`config.mk`:
```
export PLATFORM = sky130hd
export DESIGN_NAME = completion_tracker
export DESIGN_NICKNAME = d
export VERILOG_FILES = /design/src/rtl/completion_tracker.sv
export SDC_FILE = /design/constraint.sdc
export NUM_CORES = 1
export LEC_CHECK = 0
export CELL_PAD_IN_SITES_DETAIL_PLACEMENT = 0
export CELL_PAD_IN_SITES_GLOBAL_PLACEMENT = 1
export CORE_MARGIN = 3
export CORE_UTILIZATION = 34
export DETAILED_ROUTE_END_ITERATION = 10
export PLACE_DENSITY_LB_ADDON = 0.1
export SETUP_SLACK_MARGIN = 0.05
export SYNTH_ARGS = -nofsm -noshare
export SYNTH_HDL_FRONTEND = slang
export SYNTH_SLANG_ARGS = --single-unit
```
`constraint.sdc`:
```
create_clock -name clk -period 1.9 [get_ports clk]
set_clock_uncertainty 0.15 [all_clocks]
set_input_delay 0.38 -clock clk [delete_from_list [all_inputs] [get_ports clk]]
set_output_delay 0.38 -clock clk [all_outputs]
set_load 0.01 [all_outputs]
```
`src/rtl/completion_tracker.sv`:
```
// completion_tracker: counts processed elements for an operation whose
// target depends on the mode latched at start, and raises a sticky
// finished flag once the target is reached. Sticky err flags starts that
// arrive while an operation is still outstanding.
module completion_tracker #(
    parameter int unsigned N    = 6,
    parameter int unsigned K    = 2,
    parameter int unsigned TGT0 = 1,
    parameter int unsigned TGT1 = 20,
    parameter int unsigned TGT2 = 8,
    parameter int unsigned TGT3 = 0
) (
    input  logic         clk,
    input  logic         rst,
    input  logic         start,
    input  logic [K-1:0] op_type,
    input  logic         step,
    input  logic         ack,
    input  logic         abort,
    output logic [N-1:0] count,
    output logic         busy,
    output logic         finished,
    output logic         err
);

    typedef enum logic [1:0] {
        IDLE = 2'd0,
        RUN  = 2'd1,
        DONE = 2'd2
    } state_t;

    state_t       state_q, state_d;
    logic [N-1:0] count_q, count_d;
    logic [N-1:0] target_q, target_d;
    logic         busy_q, busy_d;
    logic         finished_q, finished_d;
    logic         err_q, err_d;

    logic [N-1:0] tgt_sel;
    logic [N-1:0] count_inc;
    logic         violation;
    int unsigned  op_idx;

    // Map the requested mode to its element target; unlisted modes use TGT0.
    always_comb begin
        op_idx = 32'(op_type);
        case (op_idx)
            1:       tgt_sel = N'(TGT1);
            2:       tgt_sel = N'(TGT2);
            3:       tgt_sel = N'(TGT3);
            default: tgt_sel = N'(TGT0);
        endcase
    end

    // Next-state logic; abort dominates everything except the err set path.
    always_comb begin
        state_d   = state_q;
        count_d   = count_q;
        target_d  = target_q;
        count_inc = count_q + 1'b1;

        // A start is a violation only when it cannot be accepted.
        violation = start && ((state_q == RUN) || ((state_q == DONE) && !ack));
        if (violation) begin
            err_d = 1'b1;
        end else if (ack || abort) begin
            err_d = 1'b0;
        end else begin
            err_d = err_q;
        end

        if (abort) begin
            state_d = IDLE;
            count_d = '0;
        end else begin
            case (state_q)
                IDLE: begin
                    if (start) begin
                        target_d = tgt_sel;
                        count_d  = '0;
                        state_d  = RUN;
                    end
                end
                RUN: begin
                    // Zero target finishes immediately; steps cannot push
                    // count past the target because DONE is entered on match.
                    if (target_q == '0) begin
                        state_d = DONE;
                    end else if (step) begin
                        count_d = count_inc;
                        if (count_inc == target_q) begin
                            state_d = DONE;
                        end
                    end
                end
                DONE: begin
                    if (ack) begin
                        if (start) begin
                            target_d = tgt_sel;
                            count_d  = '0;
                            state_d  = RUN;
                        end else begin
                            state_d = IDLE;
                        end
                    end
                end
                default: begin
                    state_d = IDLE;
                    count_d = '0;
                end
            endcase
        end

        busy_d     = (state_d == RUN);
        finished_d = (state_d == DONE);
    end

    // State and registered outputs; reset clears everything asynchronously.
    always_ff @(posedge clk or negedge rst) begin
        if (!rst) begin
            state_q    <= IDLE;
            count_q    <= '0;
            target_q   <= '0;
            busy_q     <= 1'b0;
            finished_q <= 1'b0;
            err_q      <= 1'b0;
        end else begin
            state_q    <= state_d;
            count_q    <= count_d;
            target_q   <= target_d;
            busy_q     <= busy_d;
            finished_q <= finished_d;
            err_q      <= err_d;
        end
    end

    assign count    = count_q;
    assign busy     = busy_q;
    assign finished = finished_q;
    assign err      = err_q;

endmodule

```
==> results summary <==
After floorplanning, the core was sized to cover 0.00225 mm^2. The achievable frequency is 558 MHz. The detailed-route wire length is 1860 um. The die outline width is 55.1 um. The area after detailed placement came out at 0.00109 mm^2. The transition time of the tightest slew-check pin is 0.336 ns. The critical path data required time is 1.37 ns. Dividing total power by cell area gives a power density of 690 mW/mm^2. The setup path with the least slack is of type reg -> out. The starting density of the core came out at 36.4%. The number of hold violations in the final report was 0. Among cell families on the critical path, the largest total delay comes from buffers and inverters. For the worst flop-to-flop path, the logic depth is 5. The register area share after synthesis is 42.7%. The row count came out at 17. In the layout the commonest cells are 16 x sky130_fd_sc_hd__buf_4, 14 x sky130_fd_sc_hd__clkdlybuf4s50_1, 11 x sky130_fd_sc_hd__dfrtp_1. The cell area after layout is 0.00116 mm^2. Setup repair after global routing left no endpoint under its margin. Dividing the detail-routed via count by the number of cells gives 5.21.

Counting both buffers and inverters, the worst setup path holds a total of 1. The number of slew-limit violations in the final report came out at 0. The first global-routing pass estimated 3040 um of wire.

Walking the worst path, the cells encountered are clkdlybuf4s50_1. STA classifies the critical path startpoint as a register. At the end of routability-driven placement, the weighted congestion stood at 0.737.

The maximum fanout along the worst path is 6. The data arrival time at the worst-slack endpoint is 1.26 ns. The number of fill cells is 218.

The cell area after synthesis came out at 821 um^2. The worst slew margin relative to its limit is 77.5%. The total die area is 0.00304 mm^2. The overall routing resource usage came out at 14.6%.

The setup violation total in the final timing report came out at 0. The mean routed wirelength per cell came out at 13.5 um. Across all register-to-register paths, the minimum setup slack is 0.14 ns. Pin placement for this block handled 17 I/O pins.

The height of the chip is 55.1 um. The endpoint of the lowest-slack register-to-register path is state_q[1]. The number of nets with antenna violations after routing came out at 0.

The clock net in this run drives a total of 14 sinks. The worst path needs 1.79 ns of the cycle, external delays included. The leakage power total came out at 0.536 nW. The worst setup path is captured at a primary output. The final route contains 719 vias. The pin count of the biggest net entering global routing is 15.

The synthesized area per cell is 10.8 um^2. The post-synthesis net count is 85. The DRC violations left came out at 0. The initial antenna violation count came out at 0. The setup TNS after final layout came out at 0 ns. The number of nets in the finished design came out at 120. The Yosys warning count came out at 0. The starting DRC count in detailed routing came out at 8. The final cell utilization of the core came out at 51.4%.

The synthesized netlist cell count came out at 76. The largest buffer count on any clock path came out at 2. In this run the critical register-to-register path is launched from count[0].

The antenna cell count is 0. Buffers inserted to repair hold after CTS numbered 0. TritonCTS built the clock tree. The detailed-router iteration count before antenna repair came out at 3. The HPWL after detailed placement is 1380 um. The cell count after placement came out at 130. The final instance count without filler cells is 138. The max capacitance violation total came out at 0. IR analysis of the VDD net gives a maximum drop of 0.314 mV. The number of levels in the clock H-tree is 1. Leaving out fill and tap cells, the most frequent cell in the layout is sky130_fd_sc_hd__buf_4.

Of the available clock period, the critical path in the final layout requires 94.3%. The total overflow left after global routing is 0. The count of input and output buffers is 16. The delay of the slowest cell on the worst path is 0.55 ns. The CTS root buffer is sky130_fd_sc_hd__clkbuf_4.

Among all stages on the critical path, the largest delay is contributed by sky130_fd_sc_hd__clkdlybuf4s50_1. The share of layout cells above drive strength 1 came out at 28.2%. The register clock-pin slew on the reported worst setup and hold paths is 0.09 ns. The number of global-route vias before repair was 686.

The run finished with clean final reports. Counting the buffers created by CTS gives 3. The tightest min-delay check is of the in -> async type. The area growth from synthesis to layout is 41.2%. The clock reaches the later pin of the worst-skew pair after 0.29 ns. The number of synthesized register bits came out at 14. The distinct cell type count of the synthesized netlist came out at 32.
==> power by group <==
| group | leakage, nW | total [W] | switching (W) | internal (W) |
|---|---|---|---|---|
| Clock | 0.0210 | 0.000227 | 0.000110 | 0.000117 |
| Sequential | 0.185 | 0.000354 | 0.0000257 | 0.000328 |
| Combinational | 0.330 | 0.000219 | 0.0000974 | 0.000122 |
| Total | 0.536 | 0.000800 | 0.000233 | 0.000567 |
==> per-layer routing <==
metal | track usage, % | routed length (um) | vias up
li1 | - | - | 355
met1 | 18.5 | 912 | 343
met2 | 23.2 | 807 | 16
met3 | 2.41 | 92 | 5
met4 | 8.50 | 49 | 0
met5 | 0 | 0 | -
==> flip-flops by register name, indices dropped and copies added (netlist names) <==
register and count:
err 1, target_q 3, count 6, state_q 2, finished 1, busy 1
==> final cells by class <==
class | count | area, um^2 | share of cell area, %
Sequential cell | 14 | 354 | 30.6
Clock buffer | 4 | 36.3 | 3.13
Inverter | 1 | 3.75 | 0.324
Multi-Input combinational cell | 59 | 452 | 39.0
Tap cell | 28 | 35.0 | 3.02
Timing Repair Buffer | 32 | 278 | 24.0
==> worst max path at each step <==
stage                     startpoint         end  slack, ns  cells after the start
after global routing        count[0]  state_q[1]       0.07                      5
after detailed placement       abort    count[1]      -0.02                      5
after global placement         abort    count[0]     -0.007                      5
after CTS                   count[2]    count[2]       0.05                      1
after floorplan             count[0]    finished       0.06                      5
final                       count[2]    count[2]       0.11                      1
==> through the flow <==
step           power [W]  hold slack [ns]  setup slack, ns
3_5_place_dp    0.000582            0.352          -0.0246
6_report        0.000800            0.240            0.108
5_1_grt         0.000846            0.259           0.0651
2_1_floorplan   0.000486          -0.0656           0.0630
3_3_place_gp    0.000582            0.342         -0.00673
4_1_cts         0.000808            0.234           0.0491
==> cell usage after synthesis <==
library cell / count / area (um^2)
sky130_fd_sc_hd__mux2i_1: 3 / 30.0
sky130_fd_sc_hd__or2_1: 1 / 6.26
sky130_fd_sc_hd__dfrtp_1: 14 / 350
sky130_fd_sc_hd__mux2_2: 1 / 11.3
sky130_fd_sc_hd__clkbuf_1: 1 / 3.75
sky130_fd_sc_hd__a22o_1: 4 / 35.0
sky130_fd_sc_hd__a221oi_2: 2 / 30.0
sky130_fd_sc_hd__or3_4: 1 / 11.3
sky130_fd_sc_hd__xnor2_1: 3 / 26.3
sky130_fd_sc_hd__nand2_1: 8 / 30.0
sky130_fd_sc_hd__o31a_1: 2 / 17.5
sky130_fd_sc_hd__and3_4: 1 / 11.3
sky130_fd_sc_hd__a21oi_2: 1 / 8.76
sky130_fd_sc_hd__a22oi_1: 2 / 15.0
sky130_fd_sc_hd__a211oi_2: 1 / 12.5
sky130_fd_sc_hd__o31ai_1: 1 / 7.51
sky130_fd_sc_hd__or3b_1: 1 / 8.76
sky130_fd_sc_hd__o21ai_1: 2 / 10.0
sky130_fd_sc_hd__nor3b_2: 1 / 12.5
sky130_fd_sc_hd__xor2_1: 2 / 17.5
sky130_fd_sc_hd__nand2b_1: 3 / 18.8
sky130_fd_sc_hd__nor2_1: 2 / 7.51
sky130_fd_sc_hd__inv_1: 1 / 3.75
sky130_fd_sc_hd__ha_1: 1 / 12.5
sky130_fd_sc_hd__o32ai_1: 1 / 8.76
sky130_fd_sc_hd__nor3b_1: 1 / 7.51
sky130_fd_sc_hd__nand3_1: 5 / 25.0
sky130_fd_sc_hd__nand3b_1: 2 / 15.0
sky130_fd_sc_hd__buf_6: 1 / 11.3
sky130_fd_sc_hd__a21o_1: 4 / 30.0
sky130_fd_sc_hd__and4_1: 2 / 17.5
sky130_fd_sc_hd__a211oi_1: 1 / 7.51
==> cell families after synthesis <==
kind of cell,Yosys count,share of synthesized area (%)
mux,4,5.03
xor+xnor,5,5.34
compound gates,21,22.3
fa+ha+maj,1,1.52
flops,14,42.7
simple gates,28,20.9
buf+inv,3,2.29
==> repair_timing <==
item,in CTS,in global routing
gates resized for setup,4,1
setup buffers,0,4
endpoints found under the setup margin,4,3
No activity file was read; power rests on OpenSTA's default activity.
